$ cat config.mk
export PLATFORM = sky130hd
export DESIGN_NAME = bus_arbiter
export DESIGN_NICKNAME = d
export VERILOG_FILES = /design/src/rtl/bus_arbiter.sv
export SDC_FILE = /design/constraint.sdc
export NUM_CORES = 1
export LEC_CHECK = 0
export BUFFER_PORTS_ARGS = -buffer_cell sky130_fd_sc_hd__buf_2
export CAP_MARGIN = 25
export CORE_ASPECT_RATIO = 0.6
export CORE_UTILIZATION = 50
export CTS_BUF_LIST = sky130_fd_sc_hd__clkbuf_8
export DETAILED_ROUTE_END_ITERATION = 10
export PLACE_DENSITY = 0.88
export RECOVER_POWER = 50
export SYNTH_ARGS = -nofsm -noshare
export SYNTH_HDL_FRONTEND = slang
export SYNTH_SLANG_ARGS = --single-unit
$ cat constraint.sdc
create_clock -name clk -period 4.7 [get_ports clk]
set_input_delay 1.175 -clock clk [delete_from_list [all_inputs] [get_ports clk]]
set_output_delay 1.175 -clock clk [all_outputs]
set_load 0.005 [all_outputs]
$ cat src/rtl/bus_arbiter.sv
// Shares one Wishbone-style port between instruction fetch and load/store.
// Data has priority; results are held until the owning stage advances.
module bus_arbiter #(
  parameter int TIMEOUT = 255
) (
  input  logic        clk,
  input  logic        rst,
  input  logic [5:0]  stall,
  input  logic        flush,
  input  logic        if_req_i,
  input  logic [31:0] if_addr_i,
  output logic [31:0] if_rdata_o,
  output logic        stallreq_if_o,
  input  logic        mem_req_i,
  input  logic        mem_we_i,
  input  logic [3:0]  mem_sel_i,
  input  logic [31:0] mem_addr_i,
  input  logic [31:0] mem_wdata_i,
  output logic [31:0] mem_rdata_o,
  output logic        stallreq_mem_o,
  output logic        bus_cyc_o,
  output logic        bus_stb_o,
  output logic        bus_we_o,
  output logic [3:0]  bus_sel_o,
  output logic [31:0] bus_addr_o,
  output logic [31:0] bus_wdata_o,
  input  logic [31:0] bus_rdata_i,
  input  logic        bus_ack_i,
  output logic        bus_timeout_o
);

  localparam logic [1:0] S_IDLE = 2'd0;
  localparam logic [1:0] S_IBUS = 2'd1;
  localparam logic [1:0] S_DBUS = 2'd2;
  localparam logic [1:0] S_DROP = 2'd3;
  localparam logic [7:0] TO_LAST = 8'(TIMEOUT - 1);

  logic [1:0]  r_state;
  logic        r_if_valid, r_mem_valid;
  logic [7:0]  r_cnt;
  logic        r_cyc, r_we, r_timeout;
  logic [3:0]  r_sel;
  logic [31:0] r_addr, r_wdata, r_if_rdata, r_mem_rdata;

  logic w_idle, w_busy, w_ack, w_to, w_done;
  logic w_issue_d, w_issue_i, w_deliver_if, w_deliver_mem;
  logic [31:0] w_result;
  logic w_unused;

  assign w_unused = ^{stall[5], stall[3:2], stall[0]};

  assign w_idle   = (r_state == S_IDLE);
  assign w_busy   = ~w_idle;
  assign w_ack    = w_busy & bus_ack_i;
  // ack in the final allowed cycle still counts as a normal completion
  assign w_to     = w_busy & ~bus_ack_i & (r_cnt == TO_LAST);
  assign w_done   = w_ack | w_to;
  assign w_result = w_ack ? bus_rdata_i : 32'h0;

  assign w_issue_d     = w_idle & ~flush & mem_req_i & ~r_mem_valid;
  assign w_issue_i     = w_idle & ~flush & ~w_issue_d & if_req_i & ~r_if_valid;
  assign w_deliver_if  = (r_state == S_IBUS) & ~flush & w_done;
  assign w_deliver_mem = (r_state == S_DBUS) & ~flush & w_done;

  always_ff @(posedge clk) begin
    if (rst) begin
      r_state     <= S_IDLE;
      r_if_valid  <= 1'b0;
      r_mem_valid <= 1'b0;
      r_cnt       <= 8'd0;
      r_cyc       <= 1'b0;
      r_we        <= 1'b0;
      r_sel       <= 4'd0;
      r_addr      <= 32'd0;
      r_wdata     <= 32'd0;
      r_if_rdata  <= 32'd0;
      r_mem_rdata <= 32'd0;
      r_timeout   <= 1'b0;
    end else begin
      r_timeout <= w_to;
      if (w_idle) begin
        if (w_issue_d) begin
          r_state <= S_DBUS;
          r_cyc   <= 1'b1;
          r_we    <= mem_we_i;
          r_sel   <= mem_sel_i;
          r_addr  <= mem_addr_i;
          r_wdata <= mem_wdata_i;
          r_cnt   <= 8'd0;
        end else if (w_issue_i) begin
          r_state <= S_IBUS;
          r_cyc   <= 1'b1;
          r_we    <= 1'b0;
          r_sel   <= 4'b1111;
          r_addr  <= if_addr_i;
          r_wdata <= 32'd0;
          r_cnt   <= 8'd0;
        end
      end else if (w_done) begin
        r_state <= S_IDLE;
        r_cyc   <= 1'b0;
      end else begin
        r_cnt <= r_cnt + 8'd1;
        // a flushed transfer still runs to completion so stores take effect
        if (flush) r_state <= S_DROP;
      end

      if (w_deliver_if)  r_if_rdata  <= w_result;
      if (w_deliver_mem) r_mem_rdata <= w_result;

      if (flush)              r_if_valid <= 1'b0;
      else if (w_deliver_if)  r_if_valid <= 1'b1;
      else if (~stall[1])     r_if_valid <= 1'b0;

      if (flush)              r_mem_valid <= 1'b0;
      else if (w_deliver_mem) r_mem_valid <= 1'b1;
      else if (~stall[4])     r_mem_valid <= 1'b0;
    end
  end

  assign stallreq_if_o  = if_req_i & ~r_if_valid & ~flush;
  assign stallreq_mem_o = mem_req_i & ~r_mem_valid & ~flush;

  assign if_rdata_o    = r_if_rdata;
  assign mem_rdata_o   = r_mem_rdata;
  assign bus_cyc_o     = r_cyc;
  assign bus_stb_o     = r_cyc;
  assign bus_we_o      = r_we;
  assign bus_sel_o     = r_sel;
  assign bus_addr_o    = r_addr;
  assign bus_wdata_o   = r_wdata;
  assign bus_timeout_o = r_timeout;

endmodule

# Yosys cells after proc, flatten, opt, wreduce, memory -nomap -nowiden
# Index checks and enable logic that the tools add are counted.
dict set report totals {
  elab_cells 79
  regBits 147
  input_bits 145
  output_inout_bits 138
}
dict set report classes {
  n_eq_ne 7
  add_sub_neg 1
  reduce_logical 9
  n_bitwise 24
  n_mux 26
}
# operator count
set op_table {}
lappend op_table {{$mux 32} 5}
lappend op_table {{$mux 8} 4}
lappend op_table {{$and 1x1->1} 17}
lappend op_table {{$mux 1} 10}
lappend op_table {{$mux 2} 5}
lappend op_table {{$add 8x1->8 const B} 1}
lappend op_table {{$eq 8x8->1 const B} 1}
lappend op_table {{$mux 4} 2}
lappend op_table {{$reduce_and 2->1} 4}
lappend op_table {{$not 1->1} 6}
lappend op_table {{$ne 2x1->1 const B} 2}
lappend op_table {{$reduce_bool 2->1} 2}
lappend op_table {{$ne 3x1->1 const B} 1}
lappend op_table {{$reduce_bool 3->1} 1}
lappend op_table {{$eq 2x1->1 const B} 1}
lappend op_table {{$eq 2x2->1 const B} 1}
lappend op_table {{$logic_not 2->1} 1}
lappend op_table {{$ne 2x2->1 const B} 1}
lappend op_table {{$reduce_or 2->1} 1}
lappend op_table {{$or 1x1->1} 1}

# Depth between registers and ports, before layout
dict set report logic_depth {
  ltp_word 11
  mapped_depth 7
}

# Worst setup path before layout
# OpenSTA, ideal clock, no wires.
dict set report synth_timing {
  kind {input port to output port}
  from {input port flush}
  to {output port stallreq_if_o}
  t_arrival_ns 1.520
  setup_slack_ns 2.005
  cell_stages 2
  cell_sequence {clkbuf_1 > nor2_1}
}
dict set report synth_via {
  elab_chain_cells 2
}
# element line_no
set synth_lines {}
lappend synth_lines {{start, declared} 9} ;# input logic flush,
lappend synth_lines {{$not 1->1} 121} ;# assign stallreq_if_o = if_req_i & ~r_if_valid & ~flush;
lappend synth_lines {{$and 1x1->1} 121}
lappend synth_lines {{end, declared} 13} ;# output logic stallreq_if_o,
# No other way between the ends.

==> qor.csv <==
metric,value,unit
status,finished clean,
latest clock arrival within the worst-skew pair,420,ps
Post-CTS Setup Bufs,0,
DP Worst Slack,1550,ps
max_slew headroom,0.156,
Total GRT Usage,0.256,
Setup WS post-layout,1320,ps
NumNets Final,873,
final hold vios,0,
Mapped Area,5220,sq um
post-synthesis mux area share,0.0613,
GR Overflow Total,0,
first-pass GRT wire length,21.7,mm
"critical path fanouts, max",35,
"Primary FF master, synth",dfxtp_1,
hold buffer count at cts,0,
vias in the first global route,4406,
TNS Setup,0,ps
DRC,0,
Power Dens Cells,387,nW/um^2
total die area,10900,sq um
final clock skew,12.9,ps
Yosys top cell area share,0.563,
CORE AREA,10000,sq um
CTS tree,built,
register area share after synthesis,0.563,
synth warn,0,
Area after DPL,6660,sq um
xor/xnor cell area share of the yosys netlist,0.0101,
Die W,134,microns
CP startpoint kind,input port,
Num CTS Buffers,17,
clk root buf,clkbuf_8,
FP Rows,28,
antenna violations before repair,0,
final setup vio count,0,
initial drt markers,225,
H-Tree Depth,4,
leading area contributor after synthesis,dfxtp_1,
Max Cap Viol,0,
Clock Sinks,147,
detail-routed via count per cell,5.38,
fin crit share,0.719,
RSZ-0062 raised after global routing,false,
routability cong.,0.780,
Seq cells post-synth,147,
Initial DRT Pass Iterations,5,
largest net degree at the start of global routing,72,
drt wl/cell,16.4,microns
post-route ant nets,0,
initial cell density of the core,0.521,
vias,4702,
most common cell in the netlist,dfxtp_1,
Simple-Gate Fraction of Synth Area,0.0419,
post-layout util,0.692,
complex-gate fraction of the synthesized area,0.270,
Hold WS,476,ps
area delta synth->final,32.8,%
final wirelength,14.4,mm
Static Leak,3.22,nW
Synth top cells by count,"dfxtp_1, a22o_1, a21oi_1, o21ai_0, mux2i_1",
die height,81.2,microns
Area contributors post-synth,"dfxtp_1, a22o_1, mux2i_1",
cell count after synthesis,463,
fraction of layout instances using a drive strength above 1,0.322,
I/O Pins,283,
Adder-Cell Fraction of Synth Area,0.00479,
crit end category,flip-flop,
Peak Freq,296,MHz
largest family of logic cells by synthesized area,compound AO/OA/AOI/OAI gates,
Synth Net Count,610,
final instance area,6940,sq um
PortBufs,278,
HPWL Detailed,10.3,mm
deepest clock path buffer count,2,
number of flops mapped to enable cells by yosys,0,
post-cts gate resize count,0,
CP Data Required Time,5070,ps
peak supply drop,212,uV
# diodes,0,
HP Class,flip-flop to flip-flop,
Clock transition at path regs,90,ps
Avg Inst Size Synth,11.3,sq um
crit path kind,input port to flip-flop,
Final Max Tran Viols,0,
Yosys cell types,43,
Async SR Flop Fraction,0,
CP Data Arrival Time,3750,ps
slew of the pin with the lowest slew margin,1270,ps
crit path time final,3380,ps
## area by class of cell
class | instances | area, sq um
Fill cell | 812 | 3080
Timing Repair Buffer | 285 | 1380
Clock buffer | 17 | 234
Clock inverter | 15 | 158
Multi-Input combinational cell | 269 | 2030
Tap cell | 135 | 169
Sequential cell | 147 | 2940
Inverter | 6 | 22.5
## flip-flops by register name (all words and copies together) (netlist names)
register	flops
bus_cyc_o	1
bus_addr_o	32
bus_sel_o	4
mem_rdata_o	32
if_rdata_o	32
r_state	2
r_if_valid	1
r_cnt	8
bus_wdata_o	32
r_mem_valid	1
bus_timeout_o	1
bus_we_o	1
## power by group
group | internal, mW | total [mW] | switching [mW]
clock | 0.476 | 0.962 | 0.486
sequential | 1.32 | 1.37 | 0.0492
combinational | 0.163 | 0.352 | 0.190
total | 1.96 | 2.69 | 0.725
## final timing paths
check / startpoint / to / slack [ps] / cells after the start
worst max-delay path: rst / mem_rdata_o[18] / 1320 / 6
worst min-delay path: bus_wdata_o[22] / bus_wdata_o[22] / 480 / 1
worst max register to register: r_state[1] / bus_wdata_o[20] / 2380 / 3
worst min register to register: bus_wdata_o[22] / bus_wdata_o[22] / 480 / 1
## routing by layer
metal	vias up	GRT usage	share of wire
met5	-	0	0
met4	0	0.0886	0.014
met3	20	0.0556	0.052
met2	190	0.463	0.51
met1	2212	0.306	0.43
li1	2280	-	-
## worst max-delay path, cell delays in order
cell and delay (ps):
clkbuf_1 380, inv_1 140, clkbuf_1 940, and3_1 710
buf_16 230, a22o_1 150
## cell usage in the layout, fill, tap and decap left out, drive strengths merged, types with 7 or more instances in the layout
cell,Yosys,final
a21oi,37,37
a22o,97,97
buf,27,198
mux2i,32,32
inv,6,9
clkinv,0,7
o21ai,33,33
nor2,16,16
dfxtp,147,147
clkbuf,14,104
## cells by family (layout without fill, tap and decap cells)
| kind of cell | Yosys count | in the layout |
|---|---|---|
| AO/OA/AOI/OAI | 190 | 190 |
| flip-flops | 147 | 147 |
| buffers and inverters | 47 | 323 |
| AND/OR/NAND/NOR | 39 | 39 |
| multiplexers | 32 | 32 |
| XOR/XNOR | 6 | 6 |
| adder cells (fa/ha/maj) | 2 | 2 |
## per-stage QoR
step | power [mW] | std cells
floorplan | 1.59 | 463
global placement | 1.73 | 839
detailed placement | 1.76 | 842
CTS | 2.72 | 874
global route | 2.81 | 874
finish | 2.69 | 874
Power figures use the tool's default switching activity.
